--- config.mk ---
export PLATFORM = sky130hd
export DESIGN_NAME = ac_eco_controller
export DESIGN_NICKNAME = d
export VERILOG_FILES = /design/src/rtl/ac_eco_controller.sv
export SDC_FILE = /design/constraint.sdc
export NUM_CORES = 1
export LEC_CHECK = 0
export BUFFER_PORTS_ARGS = -buffer_cell sky130_fd_sc_hd__buf_2
export CAP_MARGIN = 5
export CORE_MARGIN = 5
export CORE_UTILIZATION = 61
export CTS_BUF_LIST = sky130_fd_sc_hd__clkbuf_8
export DETAILED_ROUTE_END_ITERATION = 16
export PLACE_DENSITY = 0.86
export RECOVER_POWER = 50
export SYNTH_ARGS = -nofsm -noshare
export SYNTH_HDL_FRONTEND = slang
export SYNTH_SLANG_ARGS = --single-unit
--- constraint.sdc ---
create_clock -name clk_i -period 3.75 [get_ports clk_i]
set_input_delay 0.375 -clock clk_i [delete_from_list [all_inputs] [get_ports clk_i]]
set_output_delay 0.375 -clock clk_i [all_outputs]
set_load 0.01 [all_outputs]
--- src/rtl/ac_eco_controller.sv ---
// ac_eco_controller
// Economy-mode supervisor for the HVAC path. It forces the AC off once any
// window or door stays open longer than a grace period. After every contact
// has closed again, it keeps the AC off for a restart hold time. It also
// exports the current state, a popcount of open contacts, a shutdown pulse
// and a saturating shutdown counter.
//
// Optional feature: define AC_ECO_SYNC_EN to pass eco_mode_valid_i,
// WINDOW_STATUS_i and DOOR_STATUS_i through 2-flop synchronizers. This adds
// two cycles to every input-to-output latency.

// Contact counts normally come from design_constant.vh; these defaults only
// apply when that header has not been included ahead of this file.
`ifndef HOME_WINDOW_COUNT
`define HOME_WINDOW_COUNT 4
`endif
`ifndef HOME_DOOR_COUNT
`define HOME_DOOR_COUNT 2
`endif

module ac_eco_controller #(
   parameter int WIN_N             = `HOME_WINDOW_COUNT,
   parameter int DOOR_N            = `HOME_DOOR_COUNT,
   parameter int OPEN_DELAY_CYC    = 16,
   parameter int RESTART_DELAY_CYC = 32,
   parameter int CNT_W             = 8
) (
   input  logic                                  clk_i,
   input  logic                                  rst_ni,
   input  logic                                  eco_mode_valid_i,
   input  logic [WIN_N-1:0]                      WINDOW_STATUS_i,
   input  logic [DOOR_N-1:0]                     DOOR_STATUS_i,
   output logic                                  close_ac_o,
   output logic [1:0]                            state_o,
   output logic [$clog2(WIN_N+DOOR_N+1)-1:0]     open_count_o,
   output logic                                  shutdown_pulse_o,
   output logic [7:0]                            shutdown_cnt_o
);

   localparam int CONTACT_N = WIN_N + DOOR_N;
   localparam int OC_W      = $clog2(CONTACT_N + 1);

   // Terminal timer values. A delay of 2^CNT_W maps to an all-ones terminal
   // value, so the full documented range fits in the timer.
   localparam logic [CNT_W-1:0] OPEN_LAST    = CNT_W'(OPEN_DELAY_CYC - 1);
   localparam logic [CNT_W-1:0] RESTART_LAST = CNT_W'(RESTART_DELAY_CYC - 1);

   typedef enum logic [1:0] {
      ST_RUN   = 2'b00,
      ST_GRACE = 2'b01,
      ST_OFF   = 2'b10,
      ST_HOLD  = 2'b11
   } state_t;

   // Inputs as seen by the supervisor (after optional synchronization)
   logic                 eco_s;
   logic [CONTACT_N-1:0] contacts_s;
   logic                 any_open;
   logic [OC_W-1:0]      open_sum;

   state_t               state_q;
   logic [CNT_W-1:0]     timer_q;

`ifdef AC_ECO_SYNC_EN
   // Bit CONTACT_N carries eco; the lower bits carry {doors, windows}
   logic [CONTACT_N:0] sync_q1;
   logic [CONTACT_N:0] sync_q2;

   // Two-stage synchronizer for the mode bit and every contact
   // NOTE: the synchronizer flops are reset to 0 so that no phantom "open"
   // or "eco" value reaches the FSM during the first cycles after reset.
   always_ff @(posedge clk_i or negedge rst_ni) begin
      if (!rst_ni) begin
         sync_q1 <= '0;
         sync_q2 <= '0;
      end else begin
         sync_q1 <= {eco_mode_valid_i, DOOR_STATUS_i, WINDOW_STATUS_i};
         sync_q2 <= sync_q1;
      end
   end

   assign eco_s      = sync_q2[CONTACT_N];
   assign contacts_s = sync_q2[CONTACT_N-1:0];
`else
   // Inputs are already in the clk_i domain and are used directly
   assign eco_s      = eco_mode_valid_i;
   assign contacts_s = {DOOR_STATUS_i, WINDOW_STATUS_i};
`endif

   assign any_open = |contacts_s;

   // Population count of open contacts
   // NOTE: open_sum gets its default before the loop, so every path assigns
   // it and no latch can be inferred.
   always_comb begin
      open_sum = '0;
      for (int i = 0; i < CONTACT_N; i++) begin
         open_sum = open_sum + OC_W'(contacts_s[i]);
      end
   end

   // Open-contact count, registered every cycle regardless of eco or state
   always_ff @(posedge clk_i or negedge rst_ni) begin
      if (!rst_ni) begin
         open_count_o <= '0;
      end else begin
         open_count_o <= open_sum;
      end
   end

   // Supervisor FSM with the shared delay timer and registered outputs.
   // Priority in every state: eco off, then any_open change, then expiry.
   // NOTE: all state in this block uses non-blocking assignments, so each
   // branch sees the values from before the edge and the default pulse
   // clear below is cleanly overridden by a later assignment.
   always_ff @(posedge clk_i or negedge rst_ni) begin
      if (!rst_ni) begin
         state_q          <= ST_RUN;
         timer_q          <= '0;
         close_ac_o       <= 1'b0;
         shutdown_pulse_o <= 1'b0;
         shutdown_cnt_o   <= 8'd0;
      end else begin
         shutdown_pulse_o <= 1'b0;
         case (state_q)
            ST_RUN: begin
               if (eco_s && any_open) begin
                  state_q <= ST_GRACE;
                  timer_q <= '0;
               end
            end

            ST_GRACE: begin
               if (!eco_s || !any_open) begin
                  state_q <= ST_RUN;
                  timer_q <= '0;
               end else if (timer_q == OPEN_LAST) begin
                  state_q          <= ST_OFF;
                  timer_q          <= '0;
                  close_ac_o       <= 1'b1;
                  shutdown_pulse_o <= 1'b1;
                  if (shutdown_cnt_o != 8'hFF) begin
                     shutdown_cnt_o <= shutdown_cnt_o + 8'd1;
                  end
               end else begin
                  timer_q <= timer_q + CNT_W'(1);
               end
            end

            ST_OFF: begin
               if (!eco_s) begin
                  state_q    <= ST_RUN;
                  timer_q    <= '0;
                  close_ac_o <= 1'b0;
               end else if (!any_open) begin
                  state_q <= ST_HOLD;
                  timer_q <= '0;
               end
            end

            ST_HOLD: begin
               if (!eco_s) begin
                  state_q    <= ST_RUN;
                  timer_q    <= '0;
                  close_ac_o <= 1'b0;
               end else if (any_open) begin
                  // Re-opening during the hold is not a new shutdown
                  state_q <= ST_OFF;
                  timer_q <= '0;
               end else if (timer_q == RESTART_LAST) begin
                  state_q    <= ST_RUN;
                  timer_q    <= '0;
                  close_ac_o <= 1'b0;
               end else begin
                  timer_q <= timer_q + CNT_W'(1);
               end
            end

            default: begin
               state_q    <= ST_RUN;
               timer_q    <= '0;
               close_ac_o <= 1'b0;
            end
         endcase
      end
   end

   assign state_o = state_q;

endmodule
==> qor.yml <==
route:
  final_antenna_net_count: 0
  vias: 1050
  drt_iter0_drc: 28
  drc: 0
  vias_per_cell: 5.90
  firstDrtPassIters: 4
  drt_wl_total_microns: 2610
  wl_per_cell_microns: 14.7
synthesis:
  synth_top_family_by_area: "simple AND/OR/NAND/NOR gates"
  yosysSeqAreaShare_pct: 44.1
  yosysTopAreaCellShare_pct: 44.1
  synth_largest_area_cell: "dfrtp_1"
  yosys_warnings: 0
  synth_compound_area_share_pct: 13.3
  synth.distinct_cells: 43
  synth.area.mux_share_pct: 1.73
  netlist_instances: 126
  synth-xor-area-share_pct: 6.71
  syn_area_sq_um: 1310
  synth-seq-cells: 23
  yosys.area_share.simple_pct: 22.2
  synth_nets: 142
  synth_area_per_cell_sq_um: 10.4
  synth_area_leaders: "dfrtp_1 44%, xnor2_1 4.7%, fa_1 4.6%, ha_1 3.8%, and3_1 3.4%"
  synth_fa_ha_area_share_pct: 8.44
cts:
  path_clk_slew_ps: 80
  post_cts_buffers: 0
  numCtsBuffers: 3
  clk_path_buf_depth: 2
  clock-root-buffer: "clkbuf_8"
  cts_resized: 0
  cts_tree: "yes"
  cts_htree_levels: 1
  clock_latency_ps: 260
  hold_buffers: 0
  clock-sinks: 23
global_routing:
  grt-ovfl-total: 0
  grt_pass1_wl_microns: 4550
  antenna_found_initial: 0
  grt_max_degree: 24
  grt.total_usage_pct: 17.8
  grt_pass1_vias: 1074
worst_setup_path:
  rrSetupSlack_ps: 1850
  endpoint: "open_count_o[1]"
  worst-path-max-fanout: 2
  r2r_end: "shutdown_cnt_o[1]"
  crit_required_ps: 3890
  crit_start: "WINDOW_STATUS_i[0]"
  worst_setup_path_end_kind: "register"
  cp.arrival_ps: 2190
  reg2reg_from: "timer_q[5]"
  crit_path_start_kind: "primary input"
  ff2ff_path_depth: 4
  critical_path_class: "in2reg"
placed_design:
  place_area_sq_um: 1440
  numPortBuffers: 23
  gp_congestion: 0.837
  dp_cells: 174
  place_ws_ps: 1420
  hpwl_microns: 1990
power:
  powerDensity_nw_per_um2: 368
  vdd_drop_max_mv: 0.273
  leakage_uw: 0.000734
timing:
  worst_pin_slew_ps: 1170
  setup_violations: 0
  final.setup.worst_slack_ps: 1710
  fin_skew_ps: 2.54
  fin_crit_ps: 2040
  final.period_utilization_pct: 54.4
  fin_setup_tns_ps: 0
  slew_viol_final: 0
  rsz0062_at_grt: "false"
  relSlewSlack_pct: 22.2
  hold_viol_final: 0
  max_freq_mhz: 490
floorplanning:
  die_area_sq_um: 3160
  rows: 16
  floorplan.initialDensity_pct: 65.2
  num_io_pins: 24
  die-width_microns: 56.3
  coreArea_sq_um: 2000
  die_y_microns: 56.3
hold_path:
  min_path_type: "in2async"
flow_run:
  drv_cap: 0
finish:
  layout.nets: 168
  drive_gt1_share_pct: 19.2
  diodes: 0
  final_cell_area_sq_um: 1480
  area_growth_pct: 13.3
  layout.cells.non_filler: 178
  fin_util_pct: 73.9
outcome:
  outcome: "finished clean"
==> cell usage after synthesis (all sizes together) <==
cell type / instances
nand2: 9
xor2: 3
o21a: 1
nand3: 5
a21oi: 3
or3: 1
a311oi: 1
and2: 1
nor3b: 3
a2111o: 1
dfrtp: 23
nand4: 4
or2b: 1
o21ai: 6
nor3: 2
a31o: 2
fa: 3
mux2: 2
a211oi: 2
inv: 9
o31ai: 1
and2b: 1
and4b: 1
or3b: 1
buf: 1
ha: 4
or2: 2
a211o: 1
a32o: 1
o22ai: 1
xnor2: 7
nor4: 1
a22o: 2
nand2b: 2
a31oi: 3
nor2: 7
and3: 7
clkbuf: 1
==> where the power goes <==
part | total (uW) | switching, uW | internal (uW)
registers | 285 | 18.9 | 266
logic | 108 | 64.1 | 43.8
clock network | 152 | 77.5 | 74.2
==> registers in the layout, summed over array words and instances, names as in the netlist <==
name	cells
close_ac_o	1
open_count_o	3
shutdown_cnt_o	8
shutdown_pulse_o	1
state_o	2
timer_q	8
==> worst min path at each step <==
stage | startpoint | end | slack (ps) | depth (start not counted)
after floorplan | rst_ni | close_ac_o | 80 | 0
after global placement | rst_ni | shutdown_cnt_o[2] | 360 | 1
after detailed placement | rst_ni | shutdown_cnt_o[2] | 370 | 1
after CTS | rst_ni | shutdown_cnt_o[1] | 80 | 1
after global routing | WINDOW_STATUS_i[2] | open_count_o[0] | 380 | 2
final | rst_ni | shutdown_cnt_o[2] | 320 | 1
==> critical path: stages <==
cell and delay [ps]:
buf_2 120, fa_1 530, inv_1 50, fa_1 470
inv_1 40, ha_1 180, fa_1 420
==> per-stage QoR <==
step	total power [uW]	hold slack, ps
floorplan	357	79.4
CTS	549	82.3
detailed placement	399	368
finish	544	321
global placement	392	360
global route	574	381
==> area by class of cell <==
cell class / count / area, sq um
tap: 27 / 33.8
timing repair buffer: 23 / 105
clock inverter: 1 / 5.00
clock buffer: 3 / 41.3
multi-input combinational: 92 / 684
fill: 155 / 523
inverter: 9 / 33.8
sequential: 23 / 576
==> cell usage in the layout (no fill, tap or decap), types with 2 or more instances in the layout <==
cell      instances
dfrtp_1          23
nor3b_1           2
a21oi_1           3
buf_2            15
a31oi_1           3
nand2b_1          2
and3_1            7
nand4_1           4
clkbuf_8          3
inv_1             9
nor2_1            6
a22o_1            2
clkbuf_1          8
nand2_1           9
xnor2_1           7
or2_2             2
a211oi_1          2
mux2_2            2
xor2_1            3
nand3_1           5
fa_1              3
ha_1              4
o21ai_0           5
==> per-layer routing <==
metal,part of all wire [%],GRT usage [%]
met5,0,0
met4,1.5,7.80
met3,5.6,3.21
met2,50,31.7
met1,43,20.8
==> cell families (layout without fill, tap and decap cells) <==
logic type | count (synthesis) | count (layout)
compound gates | 25 | 25
xor+xnor | 10 | 10
fa+ha+maj | 7 | 7
buf+inv | 11 | 36
flops | 23 | 23
mux | 2 | 2
simple gates | 48 | 48
Power figures use the tool's default switching activity.
